--- src/rtl/i2c_pkg.sv ---
`default_nettype none
// ============================================================================
// Module   : i2c_pkg
// Purpose  : Shared types and constants for the I2C target endpoint.
//            state_t enumerates the protocol FSM states; the constants name
//            the bus-level meaning of ACK/NACK and the R/W address bit.
// Revision : 1.0 - initial release
// ============================================================================
package i2c_pkg;

  typedef enum logic [2:0] {
    IDLE      = 3'd0,
    ADDR      = 3'd1,
    ADDR_ACK  = 3'd2,
    WRITE     = 3'd3,
    WRITE_ACK = 3'd4,
    READ      = 3'd5,
    READ_ACK  = 3'd6,
    WAIT_STOP = 3'd7
  } state_t;

  localparam logic I2C_ACK      = 1'b0;
  localparam logic I2C_NACK     = 1'b1;
  localparam logic I2C_RW_WRITE = 1'b0;
  localparam logic I2C_RW_READ  = 1'b1;

endpackage
`default_nettype wire

--- src/rtl/i2c_sync_edge.sv ---
`default_nettype none
// ============================================================================
// Module   : i2c_sync_edge
// Purpose  : Synchronises the asynchronous SCL/SDA lines into the core clock
//            domain and derives SCL edges plus START/STOP conditions.
// Ports    : clk, reset (sync, active-low)
//            scl_in, sda_in       - raw bus levels
//            scl, sda             - synchronised levels
//            scl_rise, scl_fall   - one-cycle SCL edge strobes
//            start_det, stop_det  - one-cycle START / STOP strobes
// Revision : 1.0 - initial release
// ============================================================================
module i2c_sync_edge #(
  parameter int SYNC_STAGES = 2
) (
  input  logic clk,
  input  logic reset,
  input  logic scl_in,
  input  logic sda_in,
  output logic scl,
  output logic sda,
  output logic scl_rise,
  output logic scl_fall,
  output logic start_det,
  output logic stop_det
);

  logic [SYNC_STAGES-1:0] scl_sync;
  logic [SYNC_STAGES-1:0] sda_sync;
  logic                   scl_d;
  logic                   sda_d;

  // Reset to the idle-bus level (both high) so leaving reset on an idle bus
  // produces no spurious edges or START/STOP.
  always_ff @(posedge clk) begin
    if (!reset) begin
      scl_sync <= '1;
      sda_sync <= '1;
      scl_d    <= 1'b1;
      sda_d    <= 1'b1;
    end else begin
      scl_sync <= {scl_sync[SYNC_STAGES-2:0], scl_in};
      sda_sync <= {sda_sync[SYNC_STAGES-2:0], sda_in};
      scl_d    <= scl_sync[SYNC_STAGES-1];
      sda_d    <= sda_sync[SYNC_STAGES-1];
    end
  end

  assign scl       = scl_sync[SYNC_STAGES-1];
  assign sda       = sda_sync[SYNC_STAGES-1];
  assign scl_rise  =  scl & ~scl_d;
  assign scl_fall  = ~scl &  scl_d;
  // SCL must be high on both samples so an SDA change coincident with an SCL
  // edge is never mistaken for START/STOP.
  assign start_det = scl & scl_d &  sda_d & ~sda;
  assign stop_det  = scl & scl_d & ~sda_d &  sda;

endmodule
`default_nettype wire

--- src/rtl/i2c_target.sv ---
`default_nettype none
// ============================================================================
// Module   : i2c_target
// Purpose  : I2C target (slave) endpoint with 7-bit addressing, multi-byte
//            write/read and repeated START; no clock stretching. SCL/SDA are
//            oversampled on the core clock; SDA is open-drain via sda_oe.
// Ports    : clk, reset (sync, active-low)
//            scl_in, sda_in  - bus levels (async)
//            sda_oe          - 1 pulls SDA low
//            rx_data/rx_valid- last written byte / one-cycle strobe
//            tx_data/tx_req  - read byte / capture strobe (same cycle)
//            busy            - addressed transaction in progress
//            bus_err         - START/STOP seen mid-byte
// Revision : 1.0 - initial release
// ============================================================================
module i2c_target
  import i2c_pkg::*;
#(
  parameter logic [6:0] TARGET_ADDR = 7'h42,
  parameter int         SYNC_STAGES = 2
) (
  input  logic       clk,
  input  logic       reset,
  input  logic       scl_in,
  input  logic       sda_in,
  output logic       sda_oe,
  output logic [7:0] rx_data,
  output logic       rx_valid,
  input  logic [7:0] tx_data,
  output logic       tx_req,
  output logic       busy,
  output logic       bus_err
);

  logic       sda;
  logic       scl;
  logic       scl_rise;
  logic       scl_fall;
  logic       start_det;
  logic       stop_det;

  state_t     state;
  logic [2:0] bit_cnt;
  logic [7:0] shift;
  logic       rw;
  logic       addr_hit;   // address matched; ACK starts on next SCL fall
  logic       ack_bit;    // master's ACK/NACK after a read byte
  logic [7:0] next_byte;
  logic       mid_byte;
  logic       load_tx;

  i2c_sync_edge #(
    .SYNC_STAGES (SYNC_STAGES)
  ) u_sync (
    .clk       (clk),
    .reset     (reset),
    .scl_in    (scl_in),
    .sda_in    (sda_in),
    .scl       (scl),
    .sda       (sda),
    .scl_rise  (scl_rise),
    .scl_fall  (scl_fall),
    .start_det (start_det),
    .stop_det  (stop_det)
  );

  assign next_byte = {shift[6:0], sda};
  assign mid_byte  = ((state == ADDR) || (state == WRITE) || (state == READ)) &&
                     (bit_cnt != 3'd0);

  // tx_req is decoded rather than registered so that the strobe coincides with
  // the clock edge at which tx_data is loaded into the shifter.
  always_comb begin
    load_tx = 1'b0;
    if (reset && scl_fall && !start_det && !stop_det) begin
      if ((state == ADDR_ACK) && (rw == I2C_RW_READ))
        load_tx = 1'b1;
      if ((state == READ_ACK) && (ack_bit == I2C_ACK))
        load_tx = 1'b1;
    end
  end
  assign tx_req = load_tx;

  always_ff @(posedge clk) begin
    if (!reset) begin
      state    <= IDLE;
      bit_cnt  <= 3'd0;
      shift    <= 8'd0;
      rw       <= I2C_RW_WRITE;
      addr_hit <= 1'b0;
      ack_bit  <= I2C_NACK;
      sda_oe   <= 1'b0;
      rx_data  <= 8'd0;
      rx_valid <= 1'b0;
      busy     <= 1'b0;
      bus_err  <= 1'b0;
    end else begin
      rx_valid <= 1'b0;
      bus_err  <= 1'b0;
      if (start_det || stop_det) begin
        // Bus conditions win over any coincident SCL edge.
        bus_err  <= mid_byte;
        sda_oe   <= 1'b0;
        bit_cnt  <= 3'd0;
        addr_hit <= 1'b0;
        if (start_det) begin
          state <= ADDR;      // busy holds across a repeated START
        end else begin
          state <= IDLE;
          busy  <= 1'b0;
        end
      end else begin
        case (state)
          IDLE: ;
          ADDR: begin
            if (scl_rise) begin
              shift   <= next_byte;
              bit_cnt <= bit_cnt + 3'd1;
              if (bit_cnt == 3'd7) begin
                if (next_byte[7:1] == TARGET_ADDR) begin
                  addr_hit <= 1'b1;
                  rw       <= next_byte[0];
                end else begin
                  state <= WAIT_STOP;
                  busy  <= 1'b0;
                end
              end
            end else if (scl_fall && addr_hit) begin
              addr_hit <= 1'b0;
              sda_oe   <= 1'b1;
              busy     <= 1'b1;
              state    <= ADDR_ACK;
            end
          end
          ADDR_ACK: begin
            if (scl_fall) begin
              if (rw == I2C_RW_READ) begin
                shift  <= {tx_data[6:0], 1'b0};
                sda_oe <= ~tx_data[7];
                state  <= READ;
              end else begin
                sda_oe <= 1'b0;
                state  <= WRITE;
              end
            end
          end
          WRITE: begin
            if (scl_rise) begin
              shift   <= next_byte;
              bit_cnt <= bit_cnt + 3'd1;
              if (bit_cnt == 3'd7) begin
                rx_data  <= next_byte;
                rx_valid <= 1'b1;
              end
            end else if (scl_fall && (bit_cnt == 3'd0)) begin
              // Counter has wrapped: all 8 bits taken, ACK the byte.
              sda_oe <= 1'b1;
              state  <= WRITE_ACK;
            end
          end
          WRITE_ACK: begin
            if (scl_fall) begin
              sda_oe <= 1'b0;
              state  <= WRITE;
            end
          end
          READ: begin
            if (scl_rise) begin
              bit_cnt <= bit_cnt + 3'd1;
            end else if (scl_fall) begin
              if (bit_cnt == 3'd0) begin
                sda_oe <= 1'b0;
                state  <= READ_ACK;
              end else begin
                sda_oe <= ~shift[7];
                shift  <= {shift[6:0], 1'b0};
              end
            end
          end
          READ_ACK: begin
            if (scl_rise) begin
              ack_bit <= sda;
            end else if (scl_fall) begin
              if (ack_bit == I2C_ACK) begin
                shift  <= {tx_data[6:0], 1'b0};
                sda_oe <= ~tx_data[7];
                state  <= READ;
              end else begin
                sda_oe <= 1'b0;
                state  <= WAIT_STOP;
              end
            end
          end
          WAIT_STOP: ;
          default: state <= IDLE;
        endcase
      end
    end
  end

endmodule
`default_nettype wire
--- config.mk ---
export PLATFORM = sky130hd
export DESIGN_NAME = i2c_target
export DESIGN_NICKNAME = d
export VERILOG_FILES = /design/src/rtl/i2c_pkg.sv /design/src/rtl/i2c_sync_edge.sv /design/src/rtl/i2c_target.sv
export SDC_FILE = /design/constraint.sdc
export NUM_CORES = 1
export LEC_CHECK = 0
export ABC_AREA = 1
export CAP_MARGIN = 20
export CORE_UTILIZATION = 54
export CTS_CLUSTER_DIAMETER = 50
export DETAILED_ROUTE_END_ITERATION = 8
export PLACE_DENSITY = 0.78
export SLEW_MARGIN = 30
export SYNTH_ARGS = -nofsm -noshare
export SYNTH_HDL_FRONTEND = slang
export SYNTH_SLANG_ARGS = --single-unit
--- constraint.sdc ---
create_clock -name clk -period 1.75 [get_ports clk]
set_input_delay 0.175 -clock clk [delete_from_list [all_inputs] [get_ports clk]]
set_output_delay 0.175 -clock clk [all_outputs]
set_load 0.03 [all_outputs]
Word-level counts from Yosys, hierarchy flattened
Cells that the tools add are included.

Register bits after elaboration: 35. Output and inout bits: 13. Word-level logic and storage cells: 164.

Equal/unequal tests: 39. Reductions and logical operators: 35. Bitwise operators: 18. Mux-type cells: 56. Add/subtract/negate cells: 1.

Operator list (count): $mux W8 (9); $mux W3 (15); $pmux W8 S4 (1); $mux W1 (28); $ne A2 B2 Y1 const B (12); $reduce_and A11 Y1 (2); $ne A3 B2 Y1 const B (6); $pmux W3 S6 (1); $reduce_and A13 Y1 (1); $eq A3 B3 Y1 const B (4); $not A1 Y1 (11); $ne A2 B1 Y1 const B (5); $reduce_and A5 Y1 (2); $ne A3 B1 Y1 const B (3); $logic_and A1 B1 Y1 (8); $ne A4 B2 Y1 const B (2); $reduce_and A4 Y1 (2); $and A1 B1 Y1 (7); $eq A7 B7 Y1 const B (1); $reduce_bool A7 Y1 (1); $eq A3 B2 Y1 const B (2); $ne A3 B3 Y1 const B (2); $pmux W1 S6 (1); $reduce_bool A3 Y1 (2); 15 further kinds (21).

Longest topological paths before layout
Gate-level depths: netlist (run 1).

Depth in word-level cells: 7. Mapped depth: 11.

Modules after synthesis
A second synthesis (run 1) with hierarchy kept.

Cells, all modules: 276. Area total of the unflattened synthesis: 1858.0 µm².

By module, submodules not included: i2c_target (cells each 249, area an instance 1659.1 µm², times used 1); i2c_sync_edge (cells each 27, area an instance 198.9 µm², times used 1).

Least setup slack after synthesis (run 1)
No wires, ideal clock.

Kind: register to register. From: register state[2]. To: register shift[6]. Setup time: 115 ps. Path buffers: 2. Arrival time: 1368 ps. Clock period less this slack: 1483 ps. Data required time: 1635 ps. Stages on the path, launching flop included: 11. Slack: 267 ps. Path through: dfxtp_1 buf_6 nand2_2 nor2_2 nand2_1 o21ai_2 nor3_4 buf_6 nand3_1 nand2_1 nor2_1.

Longest elaborated chain between the ends: 4.

Ends and longest elaborated chain: from (decl) (RTL line i2c_target.sv:42) `state_t state;`; from (signal assigned) (RTL line i2c_target.sv:86) `state <= IDLE;`; from (signal assigned) (RTL line i2c_target.sv:107) `state <= ADDR;`; from (signal assigned) (RTL line i2c_target.sv:109) `state <= IDLE;`; $eq A3 B1 Y1 / $eq A3 B2 Y1 (equally long branches) (RTL line i2c_target.sv:113) `case (state)`; $reduce_or A2 Y1 (no line); $ne A2 B1 Y1 (no line) / $reduce_bool A4 Y1 (equally long branches); $reduce_and A11 Y1 (no line); to (signal assigned) (RTL line i2c_target.sv:117) `shift <= next_byte;`; to (signal assigned) (RTL line i2c_target.sv:138) `shift <= {tx_data[6:0], 1'b0};`; to (signal assigned) (RTL line i2c_target.sv:149) `shift <= next_byte;`; to (decl) (RTL line i2c_target.sv:44) `logic [7:0] shift;`.

Parallel ways exist; a longest one is shown, timed or not. A chain may end at the register's enable or synchronous reset.

Worst setup path after layout (run 1)
From: register state[0]. To: output port tx_req.

Longest elaborated chain between the ends: 5.

Ends and longest elaborated chain: $eq A3 B2 Y1 (RTL line i2c_target.sv:76) `if ((state == ADDR_ACK) && (rw == I2C_RW_READ))`; $logic_and A1 B1 Y1 (RTL line i2c_target.sv:76); $mux W1 (RTL line i2c_target.sv:76); $mux W1 * (RTL line i2c_target.sv:78) `if ((state == READ_ACK) && (ack_bit == I2C_ACK))`; $mux W1 * (RTL line i2c_target.sv:75) `if (reset && scl_fall && !start_det && !stop_det) begin`; to (decl) (RTL line i2c_target.sv:30) `output logic tx_req,`.

Mark *: on every way between the ends. The rest lies on a longest branch, timed or not.

==> results of run 1 <==
==> cells in the final DEF, fill, tap and decap left out, drive strengths merged <==
master and n:
a211oi 1, a21oi 28, and3 1, buf 16, bufinv 1, clkbuf 5, clkdlybuf4s50 23, clkinv 3
dfxtp 35, ha 3, inv 37, nand2 63, nand3 22, nand3b 1, nand4 2, nor2 32
nor3 4, o211ai 6, o21ai 27, o32ai 1, or2 4
==> metal layers <==
| metal | global-route usage, % | routed length [microns] |
|---|---|---|
| met1 | 36.7 | 2140 |
| met5 | 0 | 0 |
| met3 | 6.30 | 318 |
| met2 | 38.4 | 1940 |
| met4 | 10.4 | 95 |
==> critical path, stage by stage (launching register included) <==
cell and delay (ns):
dfxtp_4 0.41, buf_6 0.13, o32ai_4 0.25, and3_4 0.23
buf_6 0.12
==> repair_timing <==
action,in CTS,in global routing
buffers inserted,0,4
hold endpoints to repair,0,0
gates cloned,0,0
setup endpoints to repair,9,18
resized for setup,11,10
pin swaps,1,4
==> flip-flops by register name, indices dropped and copies added (netlist names) <==
signal           count
addr_hit             1
ack_bit              1
rw                   1
bus_err              1
rx_valid             1
u_sync.sda_sync      2
rx_data              8
bit_cnt              3
shift                8
u_sync.scl_d         1
u_sync.sda_d         1
state                3
busy                 1
sda_oe               1
u_sync.scl_sync      2
==> power groups by stage <==
| stage | combinational, uW | clock (uW) | sequential, uW |
|---|---|---|---|
| after floorplan | 799 | 0 | 985 |
| after global placement | 1040 | 0 | 990 |
| after detailed placement | 1040 | 0 | 993 |
| after CTS | 1070 | 606 | 988 |
| after global routing | 1320 | 636 | 999 |
| final | 1190 | 599 | 989 |
==> logic make-up (layout without fill, tap and decap cells) <==
logic type / after synthesis / in the layout / share of synthesized area, %
AO/OA/AOI/OAI: 63 / 63 / 18.8
flip-flops: 35 / 35 / 37.1
adder cells (fa/ha/maj): 3 / 3 / 1.99
AND/OR/NAND/NOR: 129 / 129 / 31.0
buffers and inverters: 47 / 85 / 11.1
==> path summary, 6_finish.rpt <==
path	startpoint	to	slack (ns)	cells after the start
setup reg to reg	state[2]	shift[2]	0.11	10
hold reg to reg	u_sync.sda_sync[0]	u_sync.sda_sync[1]	0.44	1
hold / removal	sda_in	u_sync.sda_sync[0]	0.38	2
setup / recovery	state[0]	tx_req	0.07	4
==> layout make-up <==
cell class / count / area [sq um]
well taps: 46 / 57.6
flip-flops and latches: 35 / 712
fillers: 292 / 931
clock buffers: 5 / 37.5
repair buffers: 39 / 383
inverters: 38 / 148
clock inverters: 3 / 43.8
multi-input cells: 195 / 1020
==> stage by stage <==
stage          std cells  setup TNS, ns
2_1_floorplan        277              0
3_3_place_gp         350         -0.201
4_1_cts              358              0
6_report             361              0
5_1_grt              361       -0.00360
3_5_place_dp         350         -0.392
==> results_dict.tcl, run 1 <==
set metrics [dict create \
    status "complete, no violations" \
    cts_buffers 5 \
    clkTransAtPathRegs_ns 0.12 \
    antenna_left 0 \
    ir_drop_mv 0.877 \
    post-route-drc-count 0 \
    syn_area_per_cell_sq_um 6.81 \
    final.setup.worst_slack_ns 0.0673 \
    cp.arrival_ns 1.51 \
    placed_cell_area_sq_um 2220 \
    fp.dieArea_sq_um 3730 \
    area_delta_synth_final_pct 27.5 \
    switchingPower_uw 1060 \
    syn_area_sq_um 1890 \
    power_frac_seq_pct 35.6 \
    relSlewSlack_pct 79.2 \
    grt-ovfl-total 0 \
    wl_per_cell_microns 12.4 \
    boundaryPins 25 \
    synthTopCellsByCount "nand2_1 (57), dfxtp_1 (35), inv_1 (31)" \
    gp_congestion 0.920 \
    grt_pass1_wl_microns 7020 \
    p_sw_share_pct 38.1 \
    yosysWarnings 0 \
    nets 329 \
    power_uw 2780 \
    synth-main-ff-cell "dfxtp_1" \
    finalSetupViolations 0 \
    core_area_sq_um 3340 \
    ctsHoldBuffers 0 \
    design_area_sq_um 2410 \
    hold_viol_final 0 \
    clock_path_buffers 2 \
    initial_core_util_pct 56.5 \
    vias 1900 \
    root_buffer "clkbuf_4" \
    utilization_pct 72.1 \
    worstSetupStartpointType "flop" \
    synthesis.nets 292 \
    yosys.area.top_type "dfxtp_1" \
    fin_crit_ns 1.68 \
    netlist_instances 277 \
    dp_slack_ns -0.0628 \
    drt_iter0_drc 161 \
    slew_violations 0 \
    holdWs_ns 0.383 \
    hp-class "input port to flop" \
    diodes 0 \
    grt_start_max_net_pins 23 \
    clock_latency_ns 0.35 \
    max_freq_ghz 0.594 \
    rows 21 \
    dr.pass1.iters 4 \
    synthArstFlopShare_pct 0 \
    synth_top_cell_area_share_pct 37.1 \
    die_h_microns 61.1 \
    die_w_microns 61.1 \
    finalClockSkew_ns 0.0169 \
    worstPathRequired_ns 1.57 \
    grt_pass1_vias 1544 \
    hpwl_microns 3200 \
    cts.sinks 35 \
    p_comb_share_pct 42.8 \
    pwr-share-clk_pct 21.6 \
    endpoint_kind "primary output" \
    leakage_uw 0.00105 \
    htreeDepth 2 \
    viasPerCell 5.26 \
    yosysUniqueCellTypes 29 \
    min_period_over_period_pct 96.2 \
    layout-drive-gt1-share_pct 19.0 \
    synth_area_leaders "dfxtp_1 (37%), nand2_1 (11%), o21ai_0 (6.9%), a21oi_1 (6.4%), inv_1 (6.2%)" \
    port_buffers 24 \
    routed_wl_microns 4490 \
    cap_viol_max_count 0 \
    antenna_found_initial 0 \
    critPathMaxFanout 8 \
    grt_use_total_pct 26.1 \
    synth.most_common_cell "nand2_1" \
    cts_tree "built" \
    tightest_slew_ns 0.310 \
    intPower_uw 1720 \
    crit_type "flop to primary output" \
    ys_seq_elements 35 \
    ys_seq_area_share_pct 37.1 \
    power_density_nw_per_um2 1150 \
    synth_edf_count 0 \
]
Power figures use the tool's default switching activity.
==> run 2, diff against run 1 <==
==> constraint.sdc (replaced) <==
create_clock -name clk -period 1.7 [get_ports clk]
set_input_delay 0.17 -clock clk [delete_from_list [all_inputs] [get_ports clk]]
set_output_delay 0.17 -clock clk [all_outputs]
set_load 0.03 [all_outputs]
==> run 2 against run 1 <==
First-iteration DRC count rose by 11%. Combinational power rose by 5%. Global-route usage fell by 0.34 points. Routed wire length rose by 7.3%. Setup slack got worse by 0.047 ns. Clock skew fell by 0.0040 ns. Sequential cell count did not move. Sequential share of layout area rose by 0.14 points. Final area fell by 0.47%. Worst hold slack improved by 0.0081 ns. Core utilization fell by 0.34 points. Count of clock-buffer cells in the layout rose by 1. Critical path type unchanged. Largest power group unchanged.
==> results_dict.tcl, run 2 (same netlist as run 1, synthesis figures left out) <==
set metrics [dict create \
    root_buffer "clkbuf_4" \
    clkTransAtPathRegs_ns 0.11 \
    initial_core_util_pct 56.5 \
    cp.arrival_ns 1.51 \
    area_delta_synth_final_pct 26.9 \
    min_period_over_period_pct 98.8 \
    die_h_microns 61.1 \
    final.setup.tns_ns 0 \
    max_stage_delay_ns 0.39 \
    hp-class "input port to flop" \
    switchingPower_uw 1100 \
    power_uw 2730 \
    slowest_stage "dfxtp_4" \
    worstSetupStartpointType "flop" \
    post-route-drc-count 0 \
    layout-drive-gt1-share_pct 19.0 \
    slew_violations 0 \
    p_sw_share_pct 40.5 \
    cts_tree "built" \
    crit_chain "inv_2, nor2_4, nand2_2, o32ai_4, and3_4, buf_6" \
    leakage_uw 0.00105 \
    grt_use_total_pct 25.8 \
    intPower_uw 1620 \
    worstPathRequired_ns 1.53 \
    relSlewSlack_pct 76.8 \
    largest_registers "rx_data: 8 flops, shift: 8 flops" \
    boundaryPins 25 \
    finalSetupViolations 0 \
    gp_congestion 0.988 \
    max_freq_ghz 0.595 \
    cts.sinks 35 \
    hold_viol_final 0 \
    power_density_nw_per_um2 1140 \
    power_frac_seq_pct 37.6 \
    ir_drop_mv 0.848 \
    multi_input_comb_area_sq_um 1050 \
    final_common_cell "nand2_1" \
    grt_pass1_wl_microns 7050 \
    grt_start_max_net_pins 23 \
    ctsHoldBuffers 0 \
    fp.dieArea_sq_um 3730 \
    tightest_slew_ns 0.347 \
    antenna_found_initial 0 \
    diodes 0 \
    critPathMaxFanout 4 \
    htreeDepth 2 \
    clock_path_buffers 2 \
    p_comb_share_pct 46.0 \
    final-seq-area_sq_um 712 \
    hpwl_microns 3130 \
    grt_pass1_vias 1515 \
    clock_latency_ns 0.34 \
    cts_buffers 5 \
    nets 329 \
    final_cell_mix "nand2_1 (56), dfxtp_1 (32), inv_1 (31)" \
    crit_type "flop to primary output" \
    wl_per_cell_microns 13.4 \
    finalClockSkew_ns 0.0129 \
    pwr-share-clk_pct 16.4 \
    fin_crit_ns 1.68 \
    vias 1951 \
    antenna_left 0 \
    dr.pass1.iters 5 \
    endpoint_kind "primary output" \
    routed_wl_microns 4820 \
    grt-ovfl-total 0 \
    cap_viol_max_count 0 \
    fillers 287 \
    core_area_sq_um 3340 \
    port_buffers 24 \
    rows 21 \
    die_w_microns 61.1 \
    drt_iter0_drc 179 \
    viasPerCell 5.40 \
    status "complete, no violations" \
]
run 2: worst max-delay path, delay by kind of cell (launching register included):
family,cells,cell delay (ns)
buf+inv,2,0.20
simple gates,3,0.43
compound gates,1,0.15
flops,1,0.39
run 2: power by group through the flow:
| stage | Combinational (uW) | Clock [uW] | Sequential (uW) |
|---|---|---|---|
| finish | 1250 | 447 | 1030 |
| global route | 1390 | 495 | 1030 |
| CTS | 1090 | 450 | 1010 |
| detailed placement | 1070 | 0 | 1020 |
| global placement | 1060 | 0 | 1020 |
| floorplan | 822 | 0 | 1010 |
run 2: timing repair:
| item | 4_1_cts | 5_1_grt |
|---|---|---|
| setup buffers | 0 | 6 |
| gates resized for setup | 6 | 18 |
| endpoints found under the setup margin | 11 | 23 |
| pin swaps | 1 | 4 |
run 2: cell type report:
type / count / share of cell area [%]
clock buffer: 6 / 1.72
clock inverter: 2 / 0.522
inverter: 38 / 6.06
multi-input combinational: 195 / 43.7
sequential: 35 / 29.7
tap: 46 / 2.40
timing repair buffer: 39 / 15.8
run 2: worst paths after layout:
kind                 startpoint                 end  slack, ns  depth (start not counted)
min                      scl_in  u_sync.scl_sync[0]       0.39                          2
min reg2reg  u_sync.scl_sync[0]  u_sync.scl_sync[1]       0.44                          1
max reg2reg          bit_cnt[0]            shift[3]       0.12                          8
max                    state[1]              tx_req       0.02                          6
run 2: metrics by stage:
step                worst slack, ns  instances  hold slack (ns)  instance area, sq um  util, %
global route                -0.0293        361            0.389                  2390     71.8
floorplan                     0.217        277            0.277                  1890        -
finish                       0.0207        361            0.391                  2390     71.8
global placement            -0.0752        347            0.394                  2200     65.8
detailed placement           -0.111        347            0.414                  2200     65.8
CTS                         -0.0360        355            0.393                  2270     67.9
run 2: routing by layer:
metal	routed length (microns)	track usage, %
met1	2120	37.6
met2	2210	38.5
met3	351	4.83
met4	144	7.79
met5	0	0
